File: config.mk
export PLATFORM = sky130hd
export DESIGN_NAME = c3lib_ckmux4_sel_ctrl
export DESIGN_NICKNAME = d
export VERILOG_FILES = /design/src/rtl/c3lib_cksel_pkg.sv /design/src/rtl/c3lib_cksel_dncnt.sv /design/src/rtl/c3lib_ckmux4_sel_ctrl.sv
export SDC_FILE = /design/constraint.sdc
export NUM_CORES = 1
export LEC_CHECK = 0
export ABC_AREA = 1
export CORE_UTILIZATION = 50
export CTS_CLUSTER_SIZE = 25
export DETAILED_ROUTE_END_ITERATION = 8
export PLACE_DENSITY_LB_ADDON = 0.3
export SLEW_MARGIN = 20
export SYNTH_ARGS = -nofsm -noshare
export SYNTH_HDL_FRONTEND = slang
export SYNTH_SLANG_ARGS = --single-unit
File: constraint.sdc
create_clock -name clk -period 1.8 [get_ports clk]
set_input_delay 0.36 -clock clk [delete_from_list [all_inputs] [get_ports clk]]
set_output_delay 0.36 -clock clk [all_outputs]
set_load 0.05 [all_outputs]
File: src/rtl/c3lib_cksel_pkg.sv
// rtl/c3lib_cksel_pkg.sv - shared types and constants for the clock-mux select sequencer
//
// Purpose : FSM state encoding, field widths and a counter-load helper
//           shared by c3lib_ckmux4_sel_ctrl and c3lib_cksel_dncnt.
// Ports   : none (package)
package c3lib_cksel_pkg;

  localparam int CKSEL_SEL_W = 2;
  localparam int CKSEL_CNT_W = 8;

  typedef enum logic [1:0] {
    IDLE   = 2'd0,
    GATE   = 2'd1,
    SETTLE = 2'd2
  } cksel_state_e;

  // A phase lasting N gated cycles loads N-1: the load edge itself is the first cycle.
  function automatic logic [CKSEL_CNT_W-1:0] cksel_ld(input int cyc);
    return CKSEL_CNT_W'(cyc - 1);
  endfunction

endpackage

File: src/rtl/c3lib_cksel_dncnt.sv
// rtl/c3lib_cksel_dncnt.sv - loadable 8-bit down-counter with zero flag
//
// Purpose : shared interval counter for the GATE and SETTLE phases.
// Ports   : clk      in   reference clock
//           rst_n    in   asynchronous active-low reset
//           load     in   load load_val (has priority over dec)
//           load_val in 8 value to load
//           dec      in   decrement enable, holds at zero
//           cnt      out 8 current count
//           zero     out  count equals zero
module c3lib_cksel_dncnt
  import c3lib_cksel_pkg::*;
(
  input  logic                   clk,
  input  logic                   rst_n,
  input  logic                   load,
  input  logic [CKSEL_CNT_W-1:0] load_val,
  input  logic                   dec,
  output logic [CKSEL_CNT_W-1:0] cnt,
  output logic                   zero
);

  logic [CKSEL_CNT_W-1:0] r_cnt;

  always_ff @(posedge clk or negedge rst_n) begin
    if (!rst_n) begin
      r_cnt <= '0;
    end else if (load) begin
      r_cnt <= load_val;
    end else if (dec && (r_cnt != '0)) begin
      r_cnt <= r_cnt - 1'b1;
    end
  end

  assign cnt  = r_cnt;
  assign zero = (r_cnt == '0);

endmodule

File: src/rtl/c3lib_ckmux4_sel_ctrl.sv
// rtl/c3lib_ckmux4_sel_ctrl.sv - glitch-free select sequencer for a 4:1 clock mux
//
// Purpose : accepts select-change requests, gates the downstream clock for
//           PRE_CYC cycles, switches {s1,s0}, waits POST_CYC cycles, then
//           re-enables the clock and pulses done.
// Ports   : clk      in   free-running reference clock
//           rst_n    in   asynchronous active-low reset
//           req_vld  in   request valid
//           req_sel  in 2 requested {s1,s0}
//           req_rdy  out  request can be accepted (IDLE)
//           s0, s1   out  registered mux selects
//           ck_en    out  registered downstream clock-gate enable
//           done     out  one-cycle completion pulse
//           sw_cnt   out 8 saturating completed-switch count (C3LIB_CKSEL_STAT_EN only)
// Option  : C3LIB_CKSEL_STAT_EN adds the sw_cnt port and counter.
module c3lib_ckmux4_sel_ctrl
  import c3lib_cksel_pkg::*;
#(
  parameter int                     PRE_CYC  = 4,
  parameter int                     POST_CYC = 8,
  parameter logic [CKSEL_SEL_W-1:0] RST_SEL  = 2'b00
) (
  input  logic                   clk,
  input  logic                   rst_n,
  input  logic                   req_vld,
  input  logic [CKSEL_SEL_W-1:0] req_sel,
  output logic                   req_rdy,
  output logic                   s0,
  output logic                   s1,
  output logic                   ck_en,
  output logic                   done
`ifdef C3LIB_CKSEL_STAT_EN
  ,
  output logic [CKSEL_CNT_W-1:0] sw_cnt
`endif
);

  localparam logic [CKSEL_CNT_W-1:0] PRE_LD  = cksel_ld(PRE_CYC);
  localparam logic [CKSEL_CNT_W-1:0] POST_LD = cksel_ld(POST_CYC);

  cksel_state_e           r_state, w_state_nxt;
  logic [CKSEL_SEL_W-1:0] r_sel, w_sel_nxt;
  logic [CKSEL_SEL_W-1:0] r_pend, w_pend_nxt;
  logic                   r_ck_en, w_ck_en_nxt;
  logic                   r_done, w_done_nxt;
  logic                   w_ld, w_dec, w_zero;
  logic [CKSEL_CNT_W-1:0] w_ld_val;
  logic [CKSEL_CNT_W-1:0] w_cnt;

  c3lib_cksel_dncnt u_dncnt (
    .clk      (clk),
    .rst_n    (rst_n),
    .load     (w_ld),
    .load_val (w_ld_val),
    .dec      (w_dec),
    .cnt      (w_cnt),
    .zero     (w_zero)
  );

  always_ff @(posedge clk or negedge rst_n) begin
    if (!rst_n) begin
      r_state <= IDLE;
      r_sel   <= RST_SEL;
      r_pend  <= RST_SEL;
      r_ck_en <= 1'b1;
      r_done  <= 1'b0;
    end else begin
      r_state <= w_state_nxt;
      r_sel   <= w_sel_nxt;
      r_pend  <= w_pend_nxt;
      r_ck_en <= w_ck_en_nxt;
      r_done  <= w_done_nxt;
    end
  end

  always_comb begin
    w_state_nxt = r_state;
    w_sel_nxt   = r_sel;
    w_pend_nxt  = r_pend;
    w_ck_en_nxt = r_ck_en;
    w_done_nxt  = 1'b0;
    w_ld        = 1'b0;
    w_ld_val    = '0;
    w_dec       = 1'b0;
    unique case (r_state)
      IDLE: begin
        if (req_vld) begin
          if (req_sel == r_sel) begin
            // Nothing to switch: acknowledge without gating the clock.
            w_done_nxt = 1'b1;
          end else begin
            w_state_nxt = GATE;
            w_ck_en_nxt = 1'b0;
            w_pend_nxt  = req_sel;
            w_ld        = 1'b1;
            w_ld_val    = PRE_LD;
          end
        end
      end
      GATE: begin
        if (w_zero) begin
          // Clock is fully gated here, so the mux may switch safely.
          w_state_nxt = SETTLE;
          w_sel_nxt   = r_pend;
          w_ld        = 1'b1;
          w_ld_val    = POST_LD;
        end else begin
          w_dec = 1'b1;
        end
      end
      SETTLE: begin
        if (w_zero) begin
          w_state_nxt = IDLE;
          w_ck_en_nxt = 1'b1;
          w_done_nxt  = 1'b1;
        end else begin
          w_dec = 1'b1;
        end
      end
      default: begin
        w_state_nxt = IDLE;
      end
    endcase
  end

  assign req_rdy = (r_state == IDLE);
  assign s0      = r_sel[0];
  assign s1      = r_sel[1];
  assign ck_en   = r_ck_en;
  assign done    = r_done;

`ifdef C3LIB_CKSEL_STAT_EN
  logic [CKSEL_CNT_W-1:0] r_sw_cnt;

  always_ff @(posedge clk or negedge rst_n) begin
    if (!rst_n) begin
      r_sw_cnt <= '0;
    end else if ((r_state == SETTLE) && w_zero && (r_sw_cnt != '1)) begin
      r_sw_cnt <= r_sw_cnt + 1'b1;
    end
  end

  assign sw_cnt = r_sw_cnt;
`else
  // Count value is only observed through the zero flag.
  logic w_cnt_unused;
  assign w_cnt_unused = ^w_cnt;
`endif

endmodule

==> impl_metrics.ini <==
[die]
start_util_pct = 55.5
io_pins = 10
chipWidth_um = 46.5
std_cell_rows = 15
die_h_um = 46.5
die-area_mm2 = 0.00216
core_area_mm2 = 0.00178

[critical_path]
required_ps = 1440
crit_fanout = 5
worst-setup-path-type = reg -> out
worstSetupStartpointType = flip-flop
path_buf_inv = 2
end_kind = output pin
critPathMaxStageDelay_ps = 430
arrival_ps = 1320
crit_chain = inv_1, ha_1, buf_12
slowest_stage = dfrtp_1
critical_path.top_delay_family = flip-flops

[pwr]
vdd_drop_max_mv = 0.912
p_per_area_mw_per_mm2 = 1800
leakage_nw = 0.627

[clock_tree]
clkTransAtPathRegs_ps = 100
postCtsHoldBufs = 0
ctsResizeCount = 0
clkSinkCount = 16
clock-root-buffer = clkbuf_4
postCtsSetupBuffers = 0
clock_path_buffers = 2
cts_buffers = 3
insertion_delay_ps = 290
htreeDepth = 1
cts_tree = built

[placement]
dpl_worst_slack_ps = 99.2
place_congestion = 0.806
io_buffers = 9
dp_hpwl_um = 1440

[flow_run]
max_cap_viol_count = 0

[grt]
grt_pass1_vias = 786
grt_pass1_wl_um = 3190
grtUsageTotal_pct = 20.9
grt-ovfl-total = 0
grt_start_max_net_pins = 11
antenna_found_initial = 0

[synth]
synth.net_count = 144
ys.flop_type = dfrtp_1
yosys-top-cells-area = dfrtp_1 38%, nand2_1 16%, ha_1 7.6%
synth.top_cell.area_share_pct = 37.9
synth_edf_count = 0
avgSynthCellArea_um2 = 7.44
yosysTopAreaCell = dfrtp_1
synth-async-reset-ratio_pct = 100
syn_area_um2 = 990
synthTopCellsByCount = 42 x nand2_1, 17 x inv_1, 17 x nor2_1
synth_cell_types = 21
yosysSeqAreaShare_pct = 40.6
yosysMostFrequentCell = nand2_1
synth_seq_cells = 16
yosysWarnings = 0
synthCells = 133

[drt]
drt_wl_total_um = 1840
wl_per_cell_um = 10.7
via_per_inst = 4.90
drt_iter0_drc = 13
first_pass_iters = 4
drc = 0
ant_nets = 0
vias = 842

[timing]
slew_headroom_pct = 78.3
finClkSkew_ps = 6.00
rsz0062_at_grt = false
timing.final.crit_share_pct = 93.4
slew_violations = 0
worst_slew_pin_slew_ps = 322
period_needed_ps = 1680
max_freq_ghz = 0.595
fin_ws_ps = 119
fin_setup_tns_ps = 0
holdWs_ps = 308
hold_viol_final = 0
setup_viol = 0

[final_layout]
layout-drive-gt1-share_pct = 17.0
fin_nets = 159
multi_input_area_um2 = 517
areaGrowthSynthToFinish_pct = 16.7
diodes = 0
fillers = 160
final-seq-area_um2 = 402

[min_path]
hold_class = in -> async

[run_status]
outcome = finished clean
per-stage QoR:
stage	util [%]	instance area [µm²]	cells	total power, mW
5_1_grt	64.8	1150	172	2.27
3_3_place_gp	62.7	1120	168	1.80
6_report	64.8	1150	172	2.08
4_1_cts	64.8	1150	172	2.10
2_1_floorplan	-	990	133	1.53
3_5_place_dp	62.7	1120	168	1.84
flip-flops by register name, indices dropped and copies added (netlist names):
register / cells
r_sel: 2
u_dncnt.cnt: 8
ck_en: 1
r_pend: 2
done: 1
r_state: 2
metal layers:
| layer | part of all wire (%) | wire length, µm | GRT usage [%] |
|---|---|---|---|
| met1 | 47 | 871 | 27.7 |
| met2 | 48 | 887 | 34.2 |
| met3 | 3.2 | 58 | 4.71 |
| met4 | 1.0 | 19 | 5.29 |
| met5 | 0 | 0 | 0 |
final cells by class:
class                      instances  area share, %
multi-input combinational         98           44.7
tap                               25           2.71
sequential                        16           34.8
inverter                          19           6.18
timing repair buffer              10           8.45
clock buffer                       4           3.14
cells by family after synthesis:
logic type | count (synthesis) | share of synthesized area (%)
fa+ha+maj | 6 | 7.59
flops | 16 | 40.6
buf+inv | 19 | 7.21
compound gates | 12 | 7.08
simple gates | 80 | 37.5
placed cells by master, fill, tap and decap left out:
| cell | n |
|---|---|
| nand2_1 | 42 |
| inv_2 | 2 |
| clkdlybuf4s50_1 | 4 |
| nor2_4 | 1 |
| ha_1 | 6 |
| inv_1 | 17 |
| nand2_2 | 2 |
| o211ai_1 | 1 |
| nand3_2 | 2 |
| clkbuf_8 | 1 |
| o21ai_2 | 2 |
| a21oi_1 | 2 |
| dfstp_2 | 1 |
| buf_12 | 1 |
| o21ai_1 | 2 |
| o21ai_0 | 5 |
| buf_4 | 5 |
| nand3_1 | 6 |
| nor3_1 | 1 |
| nand2_4 | 3 |
| dfrtp_1 | 15 |
| nor2_1 | 17 |
| nor2_2 | 1 |
| or2_2 | 1 |
| nand4_1 | 4 |
| clkbuf_4 | 3 |
path summary, 6_finish.rpt:
check	endpoint	from	depth (start not counted)	slack [ps]
setup / recovery	req_rdy	r_state[0]	3	120
setup reg to reg	u_dncnt.cnt[3]	u_dncnt.cnt[0]	9	280
hold / removal	u_dncnt.cnt[6]	rst_n	1	310
min in group clk	ck_en	ck_en	2	480
max in group asynchronous	r_sel[0]	rst_n	2	1040
hold reg to reg	ck_en	ck_en	2	480
where the power goes:
part           leakage [nW]  switching, mW  internal (mW)
sequential            0.201          0.105          0.505
combinational         0.405          0.799          0.425
clock                0.0210          0.121          0.123
worst reg2reg max path: stages, from the launching register on:
cell	delay, ps
dfrtp_1	400
inv_1	140
ha_1	220
nand3_2	120
nor2_4	180
nand2_4	110
nand2_4	90
inv_2	60
nand2_1	70
nor2_1	40
No activity file was read; power rests on OpenSTA's default activity.
